==> config.mk <==
export PLATFORM = sky130hd
export DESIGN_NAME = finder_row_cluster
export DESIGN_NICKNAME = d
export VERILOG_FILES = /design/src/rtl/qr_finder_pkg.sv /design/src/rtl/finder_run_tracker.sv /design/src/rtl/finder_row_cluster.sv
export SDC_FILE = /design/constraint.sdc
export NUM_CORES = 2
export LEC_CHECK = 0
export BUFFER_PORTS_ARGS = -buffer_cell sky130_fd_sc_hd__buf_2
export CORE_MARGIN = 2
export CORE_UTILIZATION = 36
export CTS_CLUSTER_SIZE = 8
export DETAILED_ROUTE_END_ITERATION = 10
export GPL_ROUTABILITY_DRIVEN = 0
export PLACE_DENSITY = 0.54
export RECOVER_POWER = 50
export SKIP_CTS_REPAIR_TIMING = 1
export SLEW_MARGIN = 25
export SYNTH_ARGS = -nofsm -noshare
export SYNTH_HDL_FRONTEND = slang
export SYNTH_SLANG_ARGS = --single-unit
==> constraint.sdc <==
create_clock -name clk_in -period 9.9 [get_ports clk_in]
set_clock_uncertainty 0.1 [all_clocks]
set_input_delay 1.98 -clock clk_in [delete_from_list [all_inputs] [get_ports clk_in]]
set_output_delay 1.98 -clock clk_in [all_outputs]
set_load 0.01 [all_outputs]
==> src/rtl/qr_finder_pkg.sv <==
// Shared widths, FSM encoding and cluster record for the finder row clustering stage.
package qr_finder_pkg;

    localparam int HEIGHT_DEF       = 480;
    localparam int IDX_W            = $clog2(HEIGHT_DEF);
    localparam int MAX_CLUSTERS_DEF = 3;

    localparam logic [1:0] ST_IDLE  = 2'd0;
    localparam logic [1:0] ST_SCAN  = 2'd1;
    localparam logic [1:0] ST_FLUSH = 2'd2;
    localparam logic [1:0] ST_DONE  = 2'd3;

    typedef enum logic [1:0] {
        FSM_IDLE  = ST_IDLE,
        FSM_SCAN  = ST_SCAN,
        FSM_FLUSH = ST_FLUSH,
        FSM_DONE  = ST_DONE
    } cluster_fsm_t;

    typedef struct packed {
        logic [IDX_W-1:0] top;
        logic [IDX_W-1:0] bottom;
        logic [IDX_W-1:0] center;
    } cluster_t;

    // Midpoint computed with one extra bit so top+bottom cannot wrap.
    function automatic logic [IDX_W-1:0] row_mid(input logic [IDX_W-1:0] a,
                                                 input logic [IDX_W-1:0] b);
        logic [IDX_W:0] sum;
        sum = {1'b0, a} + {1'b0, b};
        return sum[IDX_W:1];
    endfunction

endpackage

==> src/rtl/finder_run_tracker.sv <==
// Tracks one open run of hit rows, tolerating short zero gaps, and pulses close with its extent.
module finder_run_tracker #(
    parameter int IDX_W   = 9,
    parameter int MAX_GAP = 2
) (
    input  logic             clk_in,
    input  logic             rst_in,
    input  logic             clear,
    input  logic             step,
    input  logic             flush,
    input  logic             row_bit,
    input  logic [IDX_W-1:0] idx,
    output logic             close,
    output logic [IDX_W-1:0] close_top,
    output logic [IDX_W-1:0] close_bottom
);

    localparam int GW = $clog2(MAX_GAP + 2);

    logic             in_run;
    logic [IDX_W-1:0] top;
    logic [IDX_W-1:0] last;
    logic [GW-1:0]    gap;
    logic             gap_full;

    assign gap_full     = (gap == GW'(MAX_GAP));
    assign close        = in_run & ((step & ~row_bit & gap_full) | flush);
    assign close_top    = top;
    assign close_bottom = last;

    always_ff @(posedge clk_in or negedge rst_in) begin
        if (!rst_in) begin
            in_run <= 1'b0;
            top    <= '0;
            last   <= '0;
            gap    <= '0;
        end else if (clear) begin
            in_run <= 1'b0;
            top    <= '0;
            last   <= '0;
            gap    <= '0;
        end else if (flush) begin
            in_run <= 1'b0;
            gap    <= '0;
        end else if (step) begin
            if (row_bit) begin
                if (!in_run) begin
                    top <= idx;
                end
                in_run <= 1'b1;
                last   <= idx;
                gap    <= '0;
            end else if (in_run) begin
                // The zero that would make the gap MAX_GAP+1 ends the run.
                if (gap_full) begin
                    in_run <= 1'b0;
                    gap    <= '0;
                end else begin
                    gap <= gap + GW'(1);
                end
            end
        end
    end

endmodule

==> src/rtl/finder_row_cluster.sv <==
// Groups finder-hit rows into vertical clusters, one row per cycle.
// Optional FINDER_CLUSTER_DROP_CNT_EN adds a saturating count of pulses ignored while busy.
module finder_row_cluster
    import qr_finder_pkg::*;
#(
    parameter int HEIGHT       = HEIGHT_DEF,
    parameter int MAX_GAP      = 2,
    parameter int MIN_RUN      = 3,
    parameter int MAX_CLUSTERS = MAX_CLUSTERS_DEF,
    localparam int IW          = $clog2(HEIGHT),
    localparam int CW          = $clog2(MAX_CLUSTERS + 1)
) (
    input  logic                       clk_in,
    input  logic                       rst_in,
    input  logic [HEIGHT-1:0]          finder_encodings,
    input  logic                       data_valid_in,
    output logic                       busy_out,
    output logic                       done_out,
    output logic [CW-1:0]              cluster_count_out,
    output logic [MAX_CLUSTERS*IW-1:0] cluster_top_out,
    output logic [MAX_CLUSTERS*IW-1:0] cluster_bottom_out,
    output logic [MAX_CLUSTERS*IW-1:0] cluster_center_out,
`ifdef FINDER_CLUSTER_DROP_CNT_EN
    output logic [7:0]                 dropped_frames_out,
`endif
    output logic                       overflow_out
);

    cluster_fsm_t      state;
    logic [HEIGHT-1:0] shadow;
    logic [IW-1:0]     idx;
    cluster_t          slots [MAX_CLUSTERS];
    logic [CW-1:0]     count;
    logic              overflow;

    logic              start;
    logic              close;
    logic [IW-1:0]     close_top;
    logic [IW-1:0]     close_bottom;
    logic [IW:0]       span;
    logic              qualifies;

    assign start     = (state == FSM_IDLE) && data_valid_in;
    assign busy_out  = (state != FSM_IDLE);
    assign span      = {1'b0, close_bottom} - {1'b0, close_top} + (IW + 1)'(1);
    assign qualifies = close && (span >= (IW + 1)'(MIN_RUN));

    finder_run_tracker #(
        .IDX_W   (IW),
        .MAX_GAP (MAX_GAP)
    ) u_tracker (
        .clk_in       (clk_in),
        .rst_in       (rst_in),
        .clear        (start),
        .step         (state == FSM_SCAN),
        .flush        (state == FSM_FLUSH),
        .row_bit      (shadow[0]),
        .idx          (idx),
        .close        (close),
        .close_top    (close_top),
        .close_bottom (close_bottom)
    );

    always_ff @(posedge clk_in or negedge rst_in) begin
        if (!rst_in) begin
            state              <= FSM_IDLE;
            shadow             <= '0;
            idx                <= '0;
            count              <= '0;
            overflow           <= 1'b0;
            done_out           <= 1'b0;
            cluster_count_out  <= '0;
            cluster_top_out    <= '0;
            cluster_bottom_out <= '0;
            cluster_center_out <= '0;
            overflow_out       <= 1'b0;
            for (int unsigned k = 0; k < MAX_CLUSTERS; k++) begin
                slots[k] <= '0;
            end
        end else begin
            done_out <= 1'b0;
            case (state)
                FSM_IDLE: begin
                    if (data_valid_in) begin
                        shadow   <= finder_encodings;
                        idx      <= '0;
                        count    <= '0;
                        overflow <= 1'b0;
                        for (int unsigned k = 0; k < MAX_CLUSTERS; k++) begin
                            slots[k] <= '0;
                        end
                        state <= FSM_SCAN;
                    end
                end
                FSM_SCAN: begin
                    // Shadow is consumed LSB first, so bit 0 is always the current row.
                    shadow <= shadow >> 1;
                    idx    <= idx + IW'(1);
                    if (idx == IW'(HEIGHT - 1)) begin
                        state <= FSM_FLUSH;
                    end
                end
                FSM_FLUSH: begin
                    state <= FSM_DONE;
                end
                FSM_DONE: begin
                    cluster_count_out <= count;
                    overflow_out      <= overflow;
                    for (int unsigned k = 0; k < MAX_CLUSTERS; k++) begin
                        cluster_top_out[k*IW +: IW]    <= slots[k].top;
                        cluster_bottom_out[k*IW +: IW] <= slots[k].bottom;
                        cluster_center_out[k*IW +: IW] <= slots[k].center;
                    end
                    done_out <= 1'b1;
                    state    <= FSM_IDLE;
                end
                default: state <= FSM_IDLE;
            endcase

            if (qualifies) begin
                if (count < CW'(MAX_CLUSTERS)) begin
                    slots[count].top    <= close_top;
                    slots[count].bottom <= close_bottom;
                    slots[count].center <= row_mid(close_top, close_bottom);
                    count               <= count + CW'(1);
                end else begin
                    overflow <= 1'b1;
                end
            end
        end
    end

`ifdef FINDER_CLUSTER_DROP_CNT_EN
    always_ff @(posedge clk_in or negedge rst_in) begin
        if (!rst_in) begin
            dropped_frames_out <= '0;
        end else if (data_valid_in && busy_out && (dropped_frames_out != 8'hFF)) begin
            dropped_frames_out <= dropped_frames_out + 8'd1;
        end
    end
`endif

endmodule

Yosys cells after proc, flatten, opt, wreduce, memory -nomap -nowiden:

Index checks and enable logic that the tools add are counted.

* magnitude comparators: 4
* reduce and logical (&&, ||, !) cells: 15
* bitwise operators: 6
* shifts and indexed selects: 0
* add/subtract/negate cells: 6
* multipliers: 0
* muxes and demuxes: 50
* equality and inequality tests: 9
* divide/modulo/power cells: 0

Operators by type and width (count)
* $pmux 480 s2: 1
* $mux 480: 1
* $mux 81: 4
* $bwmux 81: 3
* $demux 27 s2: 3
* $mux 9: 11
* $mux 27: 1
* $mux 2: 12
* $mux 18: 1
* $pmux 9 s2: 1
* $mux 1: 11
* $add 10x1->10 const B: 1
* $add 9x9->10: 1
* $ge 10x2->1 const B: 1
* $sub 9x9->10: 1
* $add 9x1->9 const B: 1
* $eq 9x9->1 const B: 1
* $ne 2x2->1 const B: 4
* $pmux 2 s4: 1
* $reduce_bool 2->1: 4
* $eq 2x2->1 const B: 3
* $reduce_and 2->1: 3
* $add 2x1->2 const B: 2
* $reduce_and 4->1: 1
* other kinds (13): 17

* bits in registers: 681
* memory bits (read-only): 0
* output and inout port bits: 86
* latch bits: 0
* memories kept: 0
* word-level logic and storage cells: 114
* bits of input ports: 483
* bits in writable memories: 0

Depth between registers and ports, before layout:

* depth in word-level cells: 10
* depth in mapped cells: 15
* mapped depth without buffers: 13

By module:

A second synthesis with hierarchy kept.

* cells, all modules: 2812
* area total of the unflattened synthesis: 30784.5 µm²

Modules (own cells, without submodules)
* finder_row_cluster: seq. area each 16515.8 µm², cells each 2722, area each 29712.2 µm², instances 1
* finder_run_tracker: seq. area each 525.5 µm², cells each 90, area each 1072.3 µm², instances 1

Worst setup path before layout:

Ideal clock, no wire load.

* path type: input port to flip-flop
* from: input port data_valid_in
* to: register shadow[169]
* path buffers: 4
* stages on the path: 8
* arrival: 3.599 ns
* setup time: 0.083 ns
* data required time: 9.717 ns
* path slack: 6.119 ns
* cell sequence: and2_1 > nor2_1 > clkbuf_1 > clkbuf_1 > clkbuf_1 > clkbuf_1 > nand2_1 > o21ai_0

* word-level cells in the longest chain between the ends: 2

Ends and longest elaborated chain
* from (decl): RTL line finder_row_cluster.sv:16 `input logic data_valid_in,`
* $ne 2x2->1 (no line)
* $reduce_and 2->1 (no line)
* to (signal assigned): RTL line finder_row_cluster.sv:85 `shadow <= finder_encodings;`
* to (signal assigned): RTL line finder_row_cluster.sv:97 `shadow <= shadow >> 1;`
* to (decl): RTL line finder_row_cluster.sv:30 `logic [HEIGHT-1:0] shadow;`

Every way passes these cells.
A chain may end at the register's enable or synchronous reset.

Worst setup path in the final report:

* from: input port data_valid_in
* to: register shadow[479]

Same word-level chain as after synthesis.

==> qor.yml <==
synth:
  yosysSeqAreaShare: 0.5565
  synthFlopType: "dfrtp_1"
  syn_area_um2: 30620
  yosysUniqueCellTypes: 46
  synth_common_cells: "dfrtp_1 (681), nand2_1 (599), mux2i_1 (563)"
  yosysTopAreaCellShare: 0.5565
  synth_nets: 3331
  ys_ff_latch: 681
  yosys.cell_count.top_type: "dfrtp_1"
  ys_top_cells_by_area: "dfrtp_1 (56%), mux2i_1 (18%), o21ai_0 (8.2%)"
  synth_edf_count: 0
  yosysTopAreaCell: "dfrtp_1"
  syn_inst: 2811
  syn_avg_cell_area_um2: 10.89
  ys_warn_count: 0
  async_flop_share: 1.000
global_routing:
  grt_overflow: 0
  grt_use_total: 0.1786
  grt_pass1_vias: 21350
  grt_first_pass_wirelength_mm: 122.5
  antenna_found_initial: 74
  grt_start_max_net_pins: 278
status:
  violations: "max-capacitance violations, max-slew violations"
  outcome: "complete, but fails checks"
sta:
  fmax_mhz: 155.5
  hold_slack_ns: 0.3733
  slew_viol_final: 471
  finalHoldViolations: 0
  finalCritPeriodShare: 0.6497
  period_needed_ns: 6.432
  maxSlewHeadroom: -1.990
  rsz0062_at_grt: "false"
  worst_pin_slew_ns: 4.485
  tns_ns: 0
  setup_slack_ns: 3.468
  setup_violations: 0
place:
  placed_area_um2: 34380
  post-place-cells: 4345
  pre_cts_ws_ns: 5.206
  numPortBuffers: 568
  dp_hpwl_mm: 54.26
worst_setup_path:
  end_kind: "flip-flop"
  crit_arrival_ns: 6.85
  start_kind: "input port"
  critPathKind: "in2reg"
  required_ns: 10.31
  worstPathMaxFanout: 96
  rr_worst_depth: 7
cells_and_area:
  register_area_um2: 17040
  multi_input_area_um2: 12650
  syn_to_final_growth_pct: 21.06
  stdcell_count: 4492
  stdcell_area_um2: 37070
  fin_util: 0.4416
  fill_cells: 8085
  drive_above_1_share: 0.2379
  final_nets: 3833
floorplan:
  core_um2: 83950
  io_pins: 569
  die_h_um: 295.7
  fp-row-count: 106
  initial_core_util: 0.3648
  dieWidth_um: 295.7
  dieArea_um2: 87410
drt:
  via_per_inst: 4.759
  detail_route.wirelength_mm: 79.20
  drc_errors: 0
  wl_per_cell_um: 17.63
  vias: 21380
  first_iter_violations: 1199
  drt_first_pass_iters: 5
  antenna_left: 0
worst_hold_path:
  hold_depth: 2
  hold_path_class: "reg2reg"
pwr:
  power_leakage_nw: 17.61
  switching_power_mw: 4.208
  power_switching_share: 0.3641
  vdd_drop_max_mv: 0.2644
  clkPwrFrac: 0.254
  comb_power_share: 0.363
  powerDensity_nw_per_um2: 311.8
  total_power_mw: 11.56
  seq_power_share: 0.383
  intPower_mw: 7.350
clock_tree:
  numCtsBuffers: 97
  tritoncts: "built"
  cts-root-buf: "clkbuf_16"
  cts.clk_slew.worst_paths_ns: 0.05
  clock-sinks: 681
  insertion_delay_ns: 0.64
  htree_levels: 3
  clockBufferDepth: 3
job:
  maxCapViolCount: 8
## flip-flops by register name, indices dropped and copies added (netlist names), 2 cells and up
name                    count
shadow                    480
u_tracker.close_top         9
cluster_center_out         27
cluster_bottom_out         27
cluster_count_out           2
slots                      81
cluster_top_out            27
idx                         9
u_tracker.close_bottom      9
u_tracker.gap               2
state                       2
count                       2
## worst max-delay path, stage by stage
cell and delay (ns):
clkbuf_1 0.17, nand2_4 0.10, clkbuf_1 3.11, nor2_1 0.91
a22o_1 0.46
## cell families after synthesis
group | synth area share
AO/OA/AOI/OAI | 0.09291
XOR/XNOR | 0.004862
AND/OR/NAND/NOR | 0.08323
multiplexers | 0.2149
buffers and inverters | 0.03199
flip-flops | 0.5565
adder cells (fa/ha/maj) | 0.01561
## layer usage
metal  share of wire  global-route usage
met1            0.42              0.2223
met2            0.49              0.2871
met3           0.066             0.06048
met4           0.026             0.06649
met5          0.0052                   0
## area by class of cell
| class | count | share of cell area |
|---|---|---|
| inverter | 36 | 0.003645 |
| sequential | 681 | 0.4597 |
| clock buffer | 102 | 0.06679 |
| tap | 1134 | 0.03827 |
| multi-input combinational | 1901 | 0.3412 |
| antenna | 33 | 0.002227 |
| clock inverter | 9 | 0.003004 |
| timing repair buffer | 596 | 0.08522 |
## power by group through the flow
stage	clock, mW	combinational, mW	sequential [mW]
6_report	2.93	4.19	4.43
5_1_grt	3.16	4.82	4.56
4_1_cts	3.04	4.20	4.44
3_5_place_dp	0	4.22	4.46
3_3_place_gp	0	4.11	4.47
2_1_floorplan	0	3.36	4.30
## path summary, 6_finish.rpt
path                                from                endpoint  slack, ns
setup reg to reg                state[1]             shadow[301]       3.79
min in group asynchronous         rst_in  cluster_bottom_out[16]       2.13
max in group asynchronous         rst_in             shadow[412]       4.58
hold reg to reg              shadow[284]             shadow[284]       0.37
hold / removal               shadow[284]             shadow[284]       0.37
setup / recovery           data_valid_in             shadow[479]       3.47
## layout by cell type (no fill, tap or decap), drive strengths merged, types with 3 or more instances in the layout
master and n:
dfrtp 681, nand2 599, buf 587, mux2i 563, o21ai 505, clkbuf 111, mux2 84, inv 37
ha 35, diode 33, nor2 25, a21oi 13, xnor2 10, clkinv 8, xor2 7, o21bai 5
nand4 5, nand3 5, nand2b 3, or3 3, nor2b 3, nor3b 3, a21o 3, a211oi 3
No activity file was read; power rests on OpenSTA's default activity.
